===== src/rtl/dram_arb_pkg.sv =====
// Shared types and defaults for the DRAM port arbiter and its helpers.
// Requester indices fix which client owns which slot of the request vectors.
package dram_arb_pkg;

  typedef enum logic [1:0] {
    A_IDLE  = 2'd0,
    A_BURST = 2'd1,
    A_DRAIN = 2'd2
  } arb_state_t;

  localparam int REQ_FETCH = 0;
  localparam int REQ_LOAD  = 1;
  localparam int REQ_STORE = 2;

  localparam int DEF_NREQ       = 3;
  localparam int DEF_ADDR_WIDTH = 24;
  localparam int DEF_LEN_WIDTH  = 10;

endpackage


===== src/rtl/rr_pick.sv =====
// Combinational round-robin picker: the first requester after last_grant,
// in circular order, wins. NREQ must be at least 2.
module rr_pick #(
  parameter  int NREQ = 3,
  localparam int IW   = $clog2(NREQ)
) (
  input  logic [NREQ-1:0] req,
  input  logic [IW-1:0]   last_grant,
  output logic [NREQ-1:0] grant,
  output logic [IW-1:0]   grant_idx,
  output logic            any
);

  always_comb begin
    int cand;
    // NOTE: every output gets a default before the search so no path infers a latch.
    grant     = '0;
    grant_idx = '0;
    any       = 1'b0;
    cand      = 0;
    for (int off = 1; off <= NREQ; off++) begin
      cand = (int'(last_grant) + off) % NREQ;
      if (!any && req[IW'(cand)]) begin
        any               = 1'b1;
        grant[IW'(cand)]  = 1'b1;
        grant_idx         = IW'(cand);
      end
    end
  end

endmodule


===== src/rtl/dram_port_arbiter.sv =====
// Shares one DRAM port among fetch, load and store: round-robin grant of
// whole burst descriptors, beat-by-beat streaming, tagged read return.
module dram_port_arbiter
  import dram_arb_pkg::*;
#(
  parameter int NREQ       = DEF_NREQ,
  parameter int ADDR_WIDTH = DEF_ADDR_WIDTH,
  parameter int DATA_WIDTH = 8,
  parameter int LEN_WIDTH  = DEF_LEN_WIDTH,
  parameter int RD_LATENCY = 1
) (
  input  logic                                 clk,
  input  logic                                 rst,
  input  logic [NREQ-1:0]                      req_valid,
  input  logic [NREQ-1:0]                      req_we,
  input  logic [NREQ-1:0][ADDR_WIDTH-1:0]      req_addr,
  input  logic [NREQ-1:0][LEN_WIDTH-1:0]       req_len,
  output logic [NREQ-1:0]                      req_ready,
  input  logic [NREQ-1:0][DATA_WIDTH-1:0]      wr_data,
  output logic [NREQ-1:0]                      wr_ready,
  output logic [NREQ-1:0]                      rd_valid,
  output logic [DATA_WIDTH-1:0]                rd_data,
  output logic [NREQ-1:0]                      done,
  output logic                                 busy,
  output logic [$clog2(NREQ)-1:0]              grant_id,
  output logic                                 mem_en,
  output logic                                 mem_we,
  output logic [ADDR_WIDTH-1:0]                mem_addr,
  output logic [DATA_WIDTH-1:0]                mem_wdata,
  input  logic [DATA_WIDTH-1:0]                mem_rdata
);

  localparam int IW = $clog2(NREQ);
  localparam int DW = (RD_LATENCY > 1) ? $clog2(RD_LATENCY) : 1;

  arb_state_t           state;
  logic [IW-1:0]        owner;
  logic [IW-1:0]        last_grant;
  logic [LEN_WIDTH-1:0] len_q;
  logic [LEN_WIDTH-1:0] beat_cnt;
  logic [DW-1:0]        drain_cnt;
  logic                 drain_last;

  logic [NREQ-1:0]      pick_onehot;
  logic [IW-1:0]        pick_idx;
  logic                 pick_any;

  logic [RD_LATENCY-1:0]         tag_v;
  logic [RD_LATENCY-1:0][IW-1:0] tag_own;

  rr_pick #(.NREQ(NREQ)) u_pick (
    .req        (req_valid),
    .last_grant (last_grant),
    .grant      (pick_onehot),
    .grant_idx  (pick_idx),
    .any        (pick_any)
  );

  assign drain_last = (state == A_DRAIN) && (drain_cnt == DW'(RD_LATENCY - 1));

  always_ff @(posedge clk or posedge rst) begin
    if (rst) begin
      state      <= A_IDLE;
      owner      <= '0;
      last_grant <= IW'(NREQ - 1);
      len_q      <= '0;
      beat_cnt   <= '0;
      drain_cnt  <= '0;
      mem_en     <= 1'b0;
      mem_we     <= 1'b0;
      mem_addr   <= '0;
    end else begin
      // NOTE: non-blocking throughout so every register sees pre-edge values of the others.
      unique case (state)
        A_IDLE: begin
          if (pick_any) begin
            owner      <= pick_idx;
            last_grant <= pick_idx;
            len_q      <= req_len[pick_idx];
            beat_cnt   <= LEN_WIDTH'(1);
            drain_cnt  <= '0;
            mem_addr   <= req_addr[pick_idx];
            if (req_len[pick_idx] == '0) begin
              state <= A_DRAIN;
            end else begin
              state  <= A_BURST;
              mem_en <= 1'b1;
              mem_we <= req_we[pick_idx];
            end
          end
        end
        A_BURST: begin
          if (beat_cnt == len_q) begin
            state    <= A_DRAIN;
            mem_en   <= 1'b0;
            mem_we   <= 1'b0;
            mem_addr <= '0;
          end else begin
            beat_cnt <= beat_cnt + 1'b1;
            mem_addr <= mem_addr + 1'b1;  // wraps at 2^ADDR_WIDTH by width
          end
        end
        A_DRAIN: begin
          if (drain_last) state <= A_IDLE;
          else            drain_cnt <= drain_cnt + 1'b1;
        end
        default: state <= A_IDLE;
      endcase
    end
  end

  always_ff @(posedge clk or posedge rst) begin
    if (rst) begin
      // NOTE: the tag pipe is reset (unlike a data RAM) so reads cut off by reset never return.
      tag_v   <= '0;
      tag_own <= '0;
    end else begin
      tag_v[0]   <= mem_en & ~mem_we;
      tag_own[0] <= owner;
      for (int i = 1; i < RD_LATENCY; i++) begin
        tag_v[i]   <= tag_v[i-1];
        tag_own[i] <= tag_own[i-1];
      end
    end
  end

  // req_ready is combinational on req_valid, so it is also held low while in reset.
  always_comb begin
    req_ready = '0;
    wr_ready  = '0;
    rd_valid  = '0;
    done      = '0;
    if (state == A_IDLE && !rst) req_ready = pick_onehot;
    if (mem_en && mem_we)        wr_ready[owner] = 1'b1;
    if (tag_v[RD_LATENCY-1])     rd_valid[tag_own[RD_LATENCY-1]] = 1'b1;
    if (drain_last)              done[owner] = 1'b1;
  end

  assign rd_data   = tag_v[RD_LATENCY-1] ? mem_rdata : '0;
  assign mem_wdata = (mem_en && mem_we) ? wr_data[owner] : '0;
  assign busy      = (state != A_IDLE);
  assign grant_id  = owner;

  a_ready_onehot: assert property (@(posedge clk) disable iff (rst) $onehot0(req_ready));
  a_rd_onehot:    assert property (@(posedge clk) disable iff (rst) $onehot0(rd_valid));
  a_done_onehot:  assert property (@(posedge clk) disable iff (rst) $onehot0(done));

endmodule

===== config.mk =====
export PLATFORM = sky130hd
export DESIGN_NAME = dram_port_arbiter
export DESIGN_NICKNAME = d
export VERILOG_FILES = /design/src/rtl/dram_arb_pkg.sv /design/src/rtl/rr_pick.sv /design/src/rtl/dram_port_arbiter.sv
export SDC_FILE = /design/constraint.sdc
export NUM_CORES = 1
export LEC_CHECK = 0
export BUFFER_PORTS_ARGS = -buffer_cell sky130_fd_sc_hd__buf_4
export CELL_PAD_IN_SITES_DETAIL_PLACEMENT = 1
export CELL_PAD_IN_SITES_GLOBAL_PLACEMENT = 2
export CORE_MARGIN = 5
export CORE_UTILIZATION = 28
export DETAILED_ROUTE_END_ITERATION = 10
export PLACE_DENSITY_LB_ADDON = 0.1
export SYNTH_ARGS = -nofsm -noshare
export SYNTH_HDL_FRONTEND = slang
export SYNTH_SLANG_ARGS = --single-unit
export TNS_END_PERCENT = 30

===== constraint.sdc =====
create_clock -name clk -period 9.1 [get_ports clk]
set_input_delay 1.365 -clock clk [delete_from_list [all_inputs] [get_ports clk]]
set_output_delay 1.365 -clock clk [all_outputs]
set_load 0.05 [all_outputs]

Word level (Yosys, flattened, before mapping)
Cells that the tools add are included.
{"block": "word_totals", "elab_cells": 132, "inputBits": 142, "out_inout_bits": 57, "register_bits": 56}
{"block": "classes", "n_eq_ne": 9, "add_sub_neg": 6, "order_cmp": 11, "mux": 63, "div": 3, "n_reduce_logical": 24, "bitwise": 5}
{"operator": "remainder unit 32 x 3 -> 32 bit (second input constant)", "n": 3}
{"operator": "2-to-1 mux 24 bit", "n": 3}
{"operator": "binary-select mux 24 bit (select 2 bit)", "n": 1}
{"operator": "one-hot mux 24 bit (2 select lines)", "n": 1}
{"operator": "2-to-1 mux 10 bit", "n": 3}
{"operator": "adder 24 x 1 -> 24 bit (second input constant)", "n": 1}
{"operator": "2-to-1 mux 8 bit", "n": 3}
{"operator": "2-to-1 mux 1 bit", "n": 22}
{"operator": "2-to-1 mux 3 bit", "n": 7}
{"operator": "binary-select mux 10 bit (select 2 bit)", "n": 1}
{"operator": "one-hot mux 10 bit (2 select lines)", "n": 1}
{"operator": "binary-select mux 8 bit (select 2 bit)", "n": 1}
{"operator": "2-to-1 mux 2 bit", "n": 7}
{"operator": "less-than comparator 2 x 4 -> 1 bit (second input constant)", "n": 3}
{"operator": "!= test 2 bit (second input constant)", "n": 6}
{"operator": "adder 10 x 1 -> 10 bit (second input constant)", "n": 1}
{"operator": "demux 1 bit (select 2 bit)", "n": 5}
{"operator": "equality test 10 bit", "n": 1}
{"operator": ">= comparator 2 x 1 -> 1 bit (second input constant)", "n": 5}
{"operator": "logical AND 1 bit", "n": 10}
{"operator": "logical NOT 10 bit", "n": 1}
{"operator": "less-than comparator 2 x 3 -> 1 bit (second input constant)", "n": 3}
{"operator": "AND reduction 3 bit", "n": 3}
{"operator": "binary-select mux 1 bit (select 2 bit)", "n": 4}
{"operator": "other kinds (15)", "n": 25}

Longest topological paths before layout
Gate-level depths: netlist of the first run.
{"block": "logic_depth", "word_depth": 18, "mapped_depth": 15}

By module
A second synthesis of the first run with hierarchy kept.
{"block": "unflattened", "hier_cells": 515, "hier_area_um2": 4315.4}
{"mod": "dram_port_arbiter", "cells_each": 480, "area_each_um2": 4040.1, "seq_area_each_um2": 1377.6, "instances": 1}
{"mod": "rr_pick", "cells_each": 35, "area_each_um2": 275.3, "seq_area_each_um2": 0.0, "instances": 1}

Worst setup path after synthesis of the first run
OpenSTA, ideal clock, no wires.
{"block": "synth_timing", "path_kind": "input-to-output", "from": "input rst", "to": "output req_ready[0]", "required_time_ns": 7.735, "slack_ns": 3.832, "path_buffers": 0, "t_arrival_ns": 3.903, "cell_stages": 3, "path_cell_list": "inv_1 -> nand2_1 -> nor3_1"}
{"block": "synth_via", "elab_chain_cells": 3}
{"item": "start, declared", "line_no": "dram_port_arbiter.sv:13", "rtl": "input logic rst,"}
{"item": "logical NOT 1 bit", "line_no": "dram_port_arbiter.sv:133", "rtl": "if (state == A_IDLE && !rst) req_ready = pick_onehot;"}
{"item": "logical AND 1 bit", "line_no": "dram_port_arbiter.sv:133"}
{"item": "2-to-1 mux 3 bit", "line_no": "dram_port_arbiter.sv:133"}
{"item": "end, declared", "line_no": "dram_port_arbiter.sv:18", "rtl": "output logic [NREQ-1:0] req_ready,"}
Every way passes these cells.

==> results of run 1 <==
[registers in the layout (all words and copies together) (netlist names)]
name and flops:
mem_addr 24, beat_cnt 10, len_q 10, grant_id 2, state 2, tag_own 2
drain_cnt 1, last_grant 1, mem_en 1, mem_we 1, tag_v 1
[per-layer routing]
layer  vias to the layer above  routed length [um]
li1                       2270                   -
met4                         0                 244
met5                         -                   0
met2                       115                8305
met3                        15                 903
met1                      2249                6938
[layout by cell type, fill, tap and decap left out, types with 3 or more instances in the layout]
| master | instances |
|---|---|
| sky130_fd_sc_hd__nor2_1 | 74 |
| sky130_fd_sc_hd__o21ai_0 | 45 |
| sky130_fd_sc_hd__a21oi_1 | 54 |
| sky130_fd_sc_hd__buf_4 | 204 |
| sky130_fd_sc_hd__o211a_1 | 7 |
| sky130_fd_sc_hd__xnor2_1 | 8 |
| sky130_fd_sc_hd__xor2_1 | 7 |
| sky130_fd_sc_hd__and3b_1 | 3 |
| sky130_fd_sc_hd__o311ai_0 | 3 |
| sky130_fd_sc_hd__nand3_1 | 7 |
| sky130_fd_sc_hd__mux2i_1 | 44 |
| sky130_fd_sc_hd__o22ai_1 | 9 |
| sky130_fd_sc_hd__nor2b_1 | 3 |
| sky130_fd_sc_hd__clkbuf_16 | 5 |
| sky130_fd_sc_hd__nor3b_1 | 4 |
| sky130_fd_sc_hd__mux2_2 | 3 |
| sky130_fd_sc_hd__and3_1 | 14 |
| sky130_fd_sc_hd__or3_1 | 4 |
| sky130_fd_sc_hd__a31oi_1 | 4 |
| sky130_fd_sc_hd__nand2_1 | 56 |
| sky130_fd_sc_hd__o211ai_1 | 8 |
| sky130_fd_sc_hd__nor3_1 | 9 |
| sky130_fd_sc_hd__nand2b_1 | 5 |
| sky130_fd_sc_hd__and2_1 | 10 |
| sky130_fd_sc_hd__dfrtp_1 | 54 |
| sky130_fd_sc_hd__a211oi_1 | 3 |
| sky130_fd_sc_hd__ha_1 | 6 |
| sky130_fd_sc_hd__nand4_1 | 6 |
| sky130_fd_sc_hd__inv_1 | 6 |
| sky130_fd_sc_hd__o2111ai_1 | 3 |
[critical path: stages (launching register included)]
cell and delay, ns:
sky130_fd_sc_hd__dfrtp_1 0.83, sky130_fd_sc_hd__inv_1 0.20, sky130_fd_sc_hd__ha_1 0.38, sky130_fd_sc_hd__inv_1 0.17, sky130_fd_sc_hd__mux2_2 0.38, sky130_fd_sc_hd__o311a_1 0.33, sky130_fd_sc_hd__nor3_1 0.15, sky130_fd_sc_hd__buf_4 0.23
[through the flow]
| step | worst slack [ns] | utilization [%] | hold WS, ns | instances |
|---|---|---|---|---|
| after global routing | 4.596 | 40.22 | 0.5239 | 897 |
| after CTS | 4.733 | 40.22 | 0.5120 | 897 |
| final | 4.755 | 40.22 | 0.5044 | 897 |
| after floorplan | 3.832 | - | 0.4231 | 532 |
| after detailed placement | 5.024 | 39.10 | 0.4941 | 889 |
| after global placement | 5.136 | 39.10 | 0.4897 | 889 |
[cell type report]
cell class / count / area, sq um
Fill cell: 1831 / 9020
Multi-Input combinational cell: 434 / 2726
Timing Repair Buffer: 204 / 1531
Sequential cell: 55 / 1378
Tap cell: 188 / 235.2
Clock buffer: 5 / 125.1
Clock inverter: 3 / 43.79
Inverter: 8 / 30.03
[cell families after synthesis]
kind of cell | after synthesis
AND/OR/NAND/NOR | 204
AO/OA/AOI/OAI | 158
flip-flops | 55
multiplexers | 51
buffers and inverters | 43
XOR/XNOR | 15
adder cells (fa/ha/maj) | 6
[report_power, final]
part	total [W]	switching, W	internal, W
Combinational	0.00169	0.00108	0.000613
Sequential	0.000508	0.000151	0.000357
Clock	0.000230	0.000100	0.000130
Total	0.00243	0.00133	0.00110
[worst min-delay path by stage]
stage / end / slack (ns) / depth (start not counted) / startpoint
after floorplan: tag_own[0]$_DFF_PP0_ / 0.42 / 0 / grant_id[0]$_DFFE_PP0P_
after global placement: len_q[9]$_DFFE_PP0P_ / 0.49 / 2 / len_q[9]$_DFFE_PP0P_
after detailed placement: len_q[4]$_DFFE_PP0P_ / 0.49 / 2 / len_q[4]$_DFFE_PP0P_
after CTS: len_q[4]$_DFFE_PP0P_ / 0.51 / 2 / len_q[4]$_DFFE_PP0P_
after global routing: drain_cnt$_DFFE_PP0P_ / 0.52 / 1 / drain_cnt$_DFFE_PP0P_
final: len_q[4]$_DFFE_PP0P_ / 0.50 / 2 / len_q[4]$_DFFE_PP0P_
==> summary.md, run 1 <==
| Metric | Value |
|---|---|
| Fraction of the mapped netlist area in compound gates | 23.25% |
| Global-route wire length before repair | 25.87 mm |
| HPWL after detailed placement | 12.87 mm |
| Launch point of the critical path | grant_id[0]$_DFFE_PP0P_ |
| Worst min-delay path category | reg -> reg |
| Pleak | 2.890 nW |
| RePlAce Congestion | 0.8618 |
| Total Wirelength | 16.39 mm |
| Leading cell types by count after synthesis | sky130_fd_sc_hd__nor2_1, sky130_fd_sc_hd__nand2_1, sky130_fd_sc_hd__a21oi_1, sky130_fd_sc_hd__dfrtp_1, sky130_fd_sc_hd__o21ai_0 |
| R2R Path Start | grant_id[0]$_DFFE_PP0P_ |
| Overall via count from detail_route | 4649 |
| Number of clock sinks | 55 |
| Worst slew margin relative to its limit | 23.91% |
| DRC marker count from the first detailed-route iteration | 194 |
| Post CTS Setup Buffer Count | 0 |
| Capture point of the worst reg-to-reg path | mem_we$_DFFE_PP0P_ |
| Critical Path End | req_ready[0] |
| Area growth from synthesis to layout | 42.22% |
| Total of hold buffers inserted after clock tree synthesis | 0 |
| Via count of the first global-routing pass | 4927 |
| Initial Util | 28.28% |
| Async SR Flop Fraction | 100.0% |
| Share of post-route cells with drive strength above 1 | 32.44% |
| Top post-synthesis cells by area | sky130_fd_sc_hd__dfrtp_1, sky130_fd_sc_hd__mux2i_1, sky130_fd_sc_hd__nor2_1 |
| Fin Clk Skew | 0.01122 ns |
| Netlist area before placement | 4268 sq um |
| Clock period minus final worst setup slack | 4.345 ns |
| Max Fclk | 230.1 MHz |
| Via-to-Cell Ratio | 5.183 |
| Latest clock arrival within the worst-skew pair | 0.31 ns |
| Number of synthesized register bits | 55 |
| Result of the run | finished clean |
| Length in cells of the worst reg-to-reg path | 9 |
| Unique masters post-synth | 63 |
| Average cell area after synthesis | 8.022 sq um |
| Area of the core | 15090 sq um |
| Post-route clock period utilization | 47.75% |
| Number of buffers created by CTS | 5 |
| Post-route ant nets | 0 |
| Cells after synthesis | 532 |
| Detailed-router iteration count before antenna repair | 4 |
| Clock tree from TritonCTS | done |
| Required arrival time at the worst endpoint | 7.74 ns |
| Met2 Track Usage GR | 32.05% |
| Die extent in x | 133.5 um |
| Largest net degree at the start of global routing | 55 |
| Worst ir drop on vdd | 0.1841 mV |
| Post-cts resize count | 0 |
| Die extent in y | 133.5 um |
| Met1 routing resource usage after global routing | 21.85% |
| Global-route layer with the greatest usage | met2 |
| Top FF cell, synth | sky130_fd_sc_hd__dfrtp_1 |
| Most frequently used cell type in the post-synthesis netlist | sky130_fd_sc_hd__nor2_1 |
| Htree depth | 2 |
| Post-synth top area share | 31.66% |
| Post-Synth Adder-Cell Area | 1.759% |
| Fraction of synthesized area in multiplexers | 12.69% |
| Max-Cap Viols | 0 |
| Total overflow reported by the global router | 0 |
| Xor-xnor portion of the synthesized cell area | 3.078% |
| Critical Path Source Type | flop |
| Die area | 17810 sq um |
| Port Buffer Count | 198 |
| Arrival time worst endpoint | 2.98 ns |
| Maximum root-to-sink buffer count | 2 |
| Clock-pin slew of the registers on the worst-case setup and hold paths | 0.08 ns |
| Element type at the critical path end | output port |
| EDFF count, synth | 0 |
| Core Rows | 45 |
| Syn Nets | 680 |
| Part of the Yosys area used for sequential elements | 32.28% |
| Final-layout setup total negative slack | 0 ns |
| All-Layer GR Usage | 18.06% |
| Post-DP Area | 5901 sq um |
| Largest family of logic cells by synthesized area | compound AO/OA/AOI/OAI gates |
| Maximum fanout along the worst path | 18 |
| Clock tree root buffer cell | sky130_fd_sc_hd__clkbuf_16 |
| Setup Crit Path Kind | reg -> out |
| R2R Setup Slk | 5.02 ns |
| NumNets Final | 856 |
| Cell taking the most area after synthesis | sky130_fd_sc_hd__dfrtp_1 |
| Final max-slew violation count | 0 |
| Count of final setup violators | 0 |
| Summed area of non-filler cells in the final layout | 6070 sq um |
| Pwr Density | 400.6 nW/um^2 |
| Setup repair after global routing missed its margin | no |
| Final hold viol count | 0 |
| Antenna violations before repair | 0 |
| Routed length per placed instance | 18.27 um |
| # diodes | 0 |
| Fraction of the mapped netlist area in simple logic gates | 22.54% |
| Synthesis Warnings | 0 |
| DRC violations left | 0 |
| PnR Total Power | 0.002431 W |
| Ports | 199 |
| Slew at the pin closest to its max-slew limit | 1.135 ns |
| GRT met3 Usage | 4.494% |
Power figures use the tool's default switching activity.
==> run 2, diff against run 1 <==
--- a/config.mk
+++ b/config.mk
@@ -9,7 +9,7 @@
 export CELL_PAD_IN_SITES_DETAIL_PLACEMENT = 1
 export CELL_PAD_IN_SITES_GLOBAL_PLACEMENT = 2
 export CORE_MARGIN = 5
-export CORE_UTILIZATION = 28
+export CORE_UTILIZATION = 26
 export DETAILED_ROUTE_END_ITERATION = 10
 export PLACE_DENSITY_LB_ADDON = 0.1
 export SYNTH_ARGS = -nofsm -noshare
==> constraint.sdc (replaced) <==
create_clock -name clk -period 4 [get_ports clk]
set_input_delay 0.6 -clock clk [delete_from_list [all_inputs] [get_ports clk]]
set_output_delay 0.6 -clock clk [all_outputs]
set_load 0.05 [all_outputs]
==> run 2 against run 1 <==
  * Routed wire length is 5.4% higher
  * Total power is 130% higher
  * Clock skew is 0.0013 ns lower
  * Sequential share of layout area is 0.30 points lower
  * Critical endpoint is now mem_we$_DFFE_PP0P_
  * Register-to-register slack worse by 4.3 ns
  * Sequential power is 120% higher
  * Cell count is 3.7% higher
==> summary.md, run 2 (synthesized netlist as in run 1, its figures left out) <==
| Metric | Value |
|---|---|
| DRC violations left | 0 (unchanged) |
| Most frequent cells in the layout | sky130_fd_sc_hd__buf_4, sky130_fd_sc_hd__nor2_1, sky130_fd_sc_hd__nand2_1 |
| Die extent in y | 138.1 um (+3.5%) |
| Fin Clk Skew | 0.009935 ns (-0.001288 ns) |
| R2R Setup Slk | 0.69 ns (-4.33 ns) |
| Total Wirelength | 17.28 mm (+5.4%) |
| Worst setup margin | 0.6859 ns (-4.069 ns) |
| Setup repair after global routing missed its margin | no |
| Number of flip-flops under the largest register name | 24 (unchanged) |
| Final-layout setup total negative slack | 0 ns (unchanged) |
| Number of buffers created by CTS | 5 (unchanged) |
| Maximum root-to-sink buffer count | 2 (unchanged) |
| Overall via count from detail_route | 4664 (+0.32%) |
| Clock-pin slew of the registers on the worst-case setup and hold paths | 0.08 ns (about the same) |
| Via-to-Cell Ratio | 5.015 (-3.2%) |
| DRC marker count from the first detailed-route iteration | 109 (-44%) |
| Final hold viol count | 0 (unchanged) |
| Detailed-router iteration count before antenna repair | 4 (unchanged) |
| Maximum single-stage delay on the critical path | 0.56 ns (-0.27 ns) |
| Share of post-route cells with drive strength above 1 | 32.91% (+0.47 points) |
| Total overflow reported by the global router | 0 (unchanged) |
| Routed length per placed instance | 18.58 um (+1.7%) |
| Latest clock arrival within the worst-skew pair | 0.31 ns (about the same) |
| RePlAce Congestion | 0.8125 (-5.7%) |
| Max Fclk | 301.7 MHz |
| Clock tree from TritonCTS | done |
| Post-route clock period utilization | 82.85% |
| Worst min-delay path category | reg -> reg |
| Post-route ant nets | 0 (unchanged) |
| Die area | 19080 sq um (+7.1%) |
| Max-Cap Viols | 0 (unchanged) |
| Post CTS Setup Buffer Count | 0 (unchanged) |
| Port Buffer Count | 198 (unchanged) |
| Post-DP Area | 5973 sq um (+1.2%) |
| # diodes | 0 (unchanged) |
| Length in cells of the worst reg-to-reg path | 9 (unchanged) |
| Critical Path End | mem_we$_DFFE_PP0P_ |
| Die extent in x | 138.1 um (+3.5%) |
| Dpl ws | 0.6841 ns (-4.340 ns) |
| Required arrival time at the worst endpoint | 4.20 ns (-3.54 ns) |
| Htree depth | 2 (unchanged) |
| Capture point of the worst reg-to-reg path | mem_we$_DFFE_PP0P_ |
| Arrival time worst endpoint | 3.51 ns (+0.53 ns) |
| Final max-slew violation count | 0 (unchanged) |
| Launch point of the critical path | last_grant[1]$_DFFE_PP1P_ |
| Crit path buffers/inverters | 0 (-3) |
| Largest registers in the final layout | mem_addr: 24 flops, beat_cnt: 10 flops, len_q: 10 flops |
| Filler cell count in the final layout | 1984 (+8.4%) |
| Via count of the first global-routing pass | 5012 (+1.7%) |
| Largest net degree at the start of global routing | 56 (+1.8%) |
| Area growth from synthesis to layout | 44.12% |
| Element type at the critical path end | flop |
| Pleak | 2.918 nW (+0.97%) |
| Initial Util | 26.67% (-1.6 points) |
| Total of hold buffers inserted after clock tree synthesis | 0 (unchanged) |
| Worst slew margin relative to its limit | 49.36% (+25 points) |
| Register name with the most flops | mem_addr |
| All-Layer GR Usage | 17.61% (-0.45 points) |
| Slew at the pin closest to its max-slew limit | 0.7597 ns (-0.3750 ns) |
| Cell class contributing the biggest share of worst-path delay | compound AO/OA/AOI/OAI gates |
| Setup Crit Path Kind | reg -> reg |
| Post-cts resize count | 0 (unchanged) |
| Ports | 199 (unchanged) |
| Post-route core utilization | 38.44% (-1.8 points) |
| Global-route wire length before repair | 27.54 mm (+6.5%) |
| Count of final setup violators | 0 (unchanged) |
| Cell-by-cell trace of the critical path | ha_1 > mux2i_4 > mux2i_4 > a21boi_2 > o21a_4 > o211ai_1 > a2111o_1 > or2_1 > a32o_1 |
| Core Rows | 46 (+2.2%) |
| Startpoint of the most critical hold path | len_q[0]$_DFFE_PP0P_ |
| Number of clock sinks | 55 (unchanged) |
| Antenna violations before repair | 0 (unchanged) |
| Clock period minus final worst setup slack | 3.314 ns |
| Area of the core | 16000 sq um (+6.0%) |
| Leading cell type in the layout, fill and taps excluded | sky130_fd_sc_hd__buf_4 |
| NumNets Final | 861 (+0.58%) |
| Critical Path Source Type | flop |
| R2R Path Start | last_grant[1]$_DFFE_PP1P_ |
| Result of the run | finished clean |
| HPWL after detailed placement | 13.76 mm (+6.9%) |
| Summed area of non-filler cells in the final layout | 6151 sq um (+1.3%) |
| Worst ir drop on vdd | 0.4407 mV (+140%) |
| Maximum fanout along the worst path | 20 (+2) |
| Number of cells on the critical path | 9 (+2) |
| Slowest stage cell, crit path | sky130_fd_sc_hd__dfstp_2 |
| Clock tree root buffer cell | sky130_fd_sc_hd__clkbuf_16 |
| Most common cell on crit path | sky130_fd_sc_hd__mux2i_4 |
| Pwr Density | 913.5 nW/um^2 (+130%) |
==> run 2: area by class of cell <==
cell class | instances | area [sq um] | share of cell area, %
inverters | 8 | 30.03 | 0.4882
multi-input cells | 434 | 2726 | 44.32
clock buffers | 6 | 138.9 | 2.258
well taps | 216 | 270.3 | 4.394
flip-flops and latches | 55 | 1378 | 22.40
repair buffers | 209 | 1569 | 25.51
clock inverters | 2 | 38.79 | 0.6306
==> run 2: how the worst min path moves through the flow <==
stage                                end  slack, ns  depth (start not counted)
CTS                 len_q[9]$_DFFE_PP0P_       0.51                          2
floorplan           tag_own[0]$_DFF_PP0_       0.42                          0
finish              len_q[0]$_DFFE_PP0P_       0.51                          2
global route        len_q[9]$_DFFE_PP0P_       0.52                          2
global placement    len_q[9]$_DFFE_PP0P_       0.48                          2
detailed placement  len_q[9]$_DFFE_PP0P_       0.49                          2
==> run 2: tightest hold or removal path: stages, from the launching register on <==
cell	delay (ns)
sky130_fd_sc_hd__dfrtp_1	0.36
sky130_fd_sc_hd__nand2_1	0.05
sky130_fd_sc_hd__o21ai_0	0.06
==> run 2: metal layers <==
layer,global-route usage (%),share of wire (%)
met1,21.37,42
met2,31.42,51
met3,4.448,5.5
met4,3.952,1.5
met5,0,0
==> run 2: stage by stage <==
stage	cells	hold slack, ns	total power (W)
6_report	930	0.5065	0.005619
5_1_grt	930	0.5176	0.006066
4_1_cts	930	0.5083	0.005714
3_5_place_dp	922	0.4899	0.005146
3_3_place_gp	922	0.4848	0.005047
2_1_floorplan	532	0.4231	0.003955
==> run 2: report_power, final <==
| group | internal [W] | switching, W |
|---|---|---|
| Sequential | 0.000812 | 0.000327 |
| Combinational | 0.00142 | 0.00251 |
| Clock | 0.000316 | 0.000231 |
==> run 3, diff against run 2 <==
==> constraint.sdc (replaced) <==
create_clock -name clk -period 3.2 [get_ports clk]
set_input_delay 0.48 -clock clk [delete_from_list [all_inputs] [get_ports clk]]
set_output_delay 0.48 -clock clk [all_outputs]
set_load 0.05 [all_outputs]
==> run 3 against run 2 <==
  * Flip-flop and latch count unchanged
  * Via count increased by 0.26%
  * Highest routed layer unchanged
  * Largest cell class unchanged
  * Clock power rose by 24%
  * Total power up 32%
  * Die area did not move
  * Sequential share of layout area fell by 0.61 points
  * Global-route usage fell by 0.27 points
  * Combinational power up 36%
  * Largest power group unchanged
  * Core utilization is 1.1 points higher
  * Maximum frequency is 7.3% higher
  * Routed wire length rose by 0.13%
==> summary.md, run 3 (synthesized netlist as in run 1, its figures left out) <==
| Metric | Value |
|---|---|
| Setup Crit Path Kind | reg -> reg |
| Die area | 19080 sq um (unchanged) |
| Maximum fanout along the worst path | 7 (-65%) |
| Clock tree from TritonCTS | done |
| Global-route wire length before repair | 27.19 mm (-1.3%) |
| Area growth from synthesis to layout | 48.14% |
| Most frequent cells in the layout | sky130_fd_sc_hd__buf_4, sky130_fd_sc_hd__nor2_1, sky130_fd_sc_hd__nand2_1 |
| Post-route ant nets | 0 (unchanged) |
| Clock tree root buffer cell | sky130_fd_sc_hd__clkbuf_16 |
| Post-route core utilization | 39.51% (+1.1 points) |
| Pwr Density | 1173 nW/um^2 (+28%) |
| Die extent in y | 138.1 um (unchanged) |
| Via count of the first global-routing pass | 4919 (-1.9%) |
| Ports | 199 (unchanged) |
| Number of clock sinks | 55 (unchanged) |
| Htree depth | 2 (unchanged) |
| Largest net degree at the start of global routing | 56 (unchanged) |
| # diodes | 0 (unchanged) |
| Core Rows | 46 (unchanged) |
| Dpl cells | 929 (+0.76%) |
| NumNets Final | 876 (+1.7%) |
| Fin Clk Skew | 0.01459 ns (+0.004659 ns) |
| Count of final setup violators | 0 (unchanged) |
| Largest registers in the final layout | mem_addr: 24 flops, beat_cnt: 10 flops, len_q: 10 flops |
| Arrival time worst endpoint | 3.29 ns (-0.22 ns) |
| Filler cell count in the final layout | 1992 (+0.40%) |
| All-Layer GR Usage | 17.34% (-0.27 points) |
| DRC violations left | 0 (unchanged) |
| Overall via count from detail_route | 4676 (+0.26%) |
| Maximum root-to-sink buffer count | 2 (unchanged) |
| Leading cell type in the layout, fill and taps excluded | sky130_fd_sc_hd__buf_4 |
| Area of the core | 16000 sq um (unchanged) |
| Slew at the pin closest to its max-slew limit | 0.7563 ns (-0.003387 ns) |
| HPWL after detailed placement | 13.60 mm (-1.1%) |
| Max-Cap Viols | 0 (unchanged) |
| Detailed-router iteration count before antenna repair | 4 (unchanged) |
| Final max-slew violation count | 0 (unchanged) |
| Total overflow reported by the global router | 0 (unchanged) |
| Result of the run | finished clean |
| Max Fclk | 323.8 MHz (+7.3%) |
| Routed length per placed instance | 18.31 um (-1.5%) |
| Worst slew margin relative to its limit | 49.58% (+0.23 points) |
| Die extent in x | 138.1 um (unchanged) |
| Share of post-route cells with drive strength above 1 | 34.71% (+1.8 points) |
| Post-route clock period utilization | 96.51% (+14 points) |
| DRC marker count from the first detailed-route iteration | 179 (+64%) |
| Total of hold buffers inserted after clock tree synthesis | 0 (unchanged) |
| Number of flip-flops under the largest register name | 24 (unchanged) |
| Port Buffer Count | 198 (unchanged) |
| Element type at the critical path end | flop |
| Pleak | 3.013 nW (+3.3%) |
| Worst min-delay path category | in -> reg |
| Via-to-Cell Ratio | 4.948 (-1.3%) |
| Antenna violations before repair | 0 (unchanged) |
| RePlAce Congestion | 0.8509 (+4.7%) |
| Non-filler instance count after layout | 945 (+1.6%) |
| Worst ir drop on vdd | 0.3709 mV (-16%) |
| Total Wirelength | 17.31 mm (+0.13%) |
| Final hold viol count | 0 (unchanged) |
| Latest clock arrival within the worst-skew pair | 0.32 ns (about the same) |
| Clock-pin slew of the registers on the worst-case setup and hold paths | 0.08 ns (about the same) |
| Initial Util | 26.67% (unchanged) |
| Critical Path Source Type | flop |
| Register name with the most flops | mem_addr |
| Number of buffers created by CTS | 5 (unchanged) |
| Clock period minus final worst setup slack | 3.088 ns (-0.2257 ns) |
| Required arrival time at the worst endpoint | 3.40 ns (-0.80 ns) |
-- run 3: area by class of cell --
cell class              instances  area [sq um]  share of cell area (%)
repair buffers                223          1704                   26.95
well taps                     216         270.3                   4.275
flip-flops and latches         55          1378                   21.79
multi-input cells             435          2761                   43.68
clock buffers                   5         125.1                   1.979
clock inverters                 3         50.05                  0.7916
inverters                       8         33.78                  0.5343
-- run 3: power breakdown --
group / internal (W) / leakage [nW] / switching, W
Combinational: 0.00207 / 2.25 / 0.00326
Sequential: 0.00102 / 0.675 / 0.000386
Clock: 0.000379 / 0.0863 / 0.000301
-- run 3: worst paths after layout --
| check | from | to | slack [ns] | cells after the start |
|---|---|---|---|---|
| setup / recovery | last_grant[1]$_DFFE_PP1P_ | mem_we$_DFFE_PP0P_ | 0.11 | 9 |
| hold / removal | req_addr[64] | mem_addr[16]$_DFFE_PP0P_ | 0.45 | 3 |
| setup reg to reg | last_grant[1]$_DFFE_PP1P_ | mem_we$_DFFE_PP0P_ | 0.11 | 9 |
| hold reg to reg | len_q[9]$_DFFE_PP0P_ | len_q[9]$_DFFE_PP0P_ | 0.50 | 2 |
| max in group asynchronous | rst | tag_own[1]$_DFF_PP0_ | 2.23 | 3 |
| min in group asynchronous | rst | len_q[1]$_DFFE_PP0P_ | 0.47 | 3 |
-- run 3: timing repair --
item / in CTS / in global routing
resized for setup: 0 / 3
buffers inserted: 0 / 6
endpoints found under the setup margin: 0 / 5
-- run 3: routing by layer --
layer | part of all wire [%] | GRT usage (%)
met5 | 0 | 0
met4 | 1.6 | 3.900
met1 | 44 | 21.40
met3 | 5.1 | 4.552
met2 | 50 | 30.40
-- run 3: worst max-delay path, cell delays in order (launching register included) --
cell,delay [ns]
sky130_fd_sc_hd__dfstp_2,0.56
sky130_fd_sc_hd__ha_2,0.31
sky130_fd_sc_hd__inv_2,0.16
sky130_fd_sc_hd__mux2i_4,0.44
sky130_fd_sc_hd__a21boi_4,0.13
sky130_fd_sc_hd__o21a_4,0.27
sky130_fd_sc_hd__mux2i_1,0.14
sky130_fd_sc_hd__a2111o_1,0.44
sky130_fd_sc_hd__or2_1,0.26
sky130_fd_sc_hd__a32o_1,0.26
-- run 3: metrics by stage --
| stage | TNS, ns | instance area [sq um] | worst slack (ns) | hold slack (ns) | total power [W] |
|---|---|---|---|---|---|
| final | 0 | 6322 | 0.1117 | 0.4521 | 0.007414 |
| after global routing | -0.005251 | 6322 | -0.005251 | 0.4627 | 0.007997 |
| after CTS | 0 | 6231 | 0.06831 | 0.4466 | 0.007241 |
| after detailed placement | 0 | 6056 | 0.08179 | 0.4844 | 0.006538 |
| after global placement | 0 | 6056 | 0.2017 | 0.4896 | 0.006434 |
| after floorplan | 0 | 4299 | 0.01571 | 0.4235 | 0.004967 |
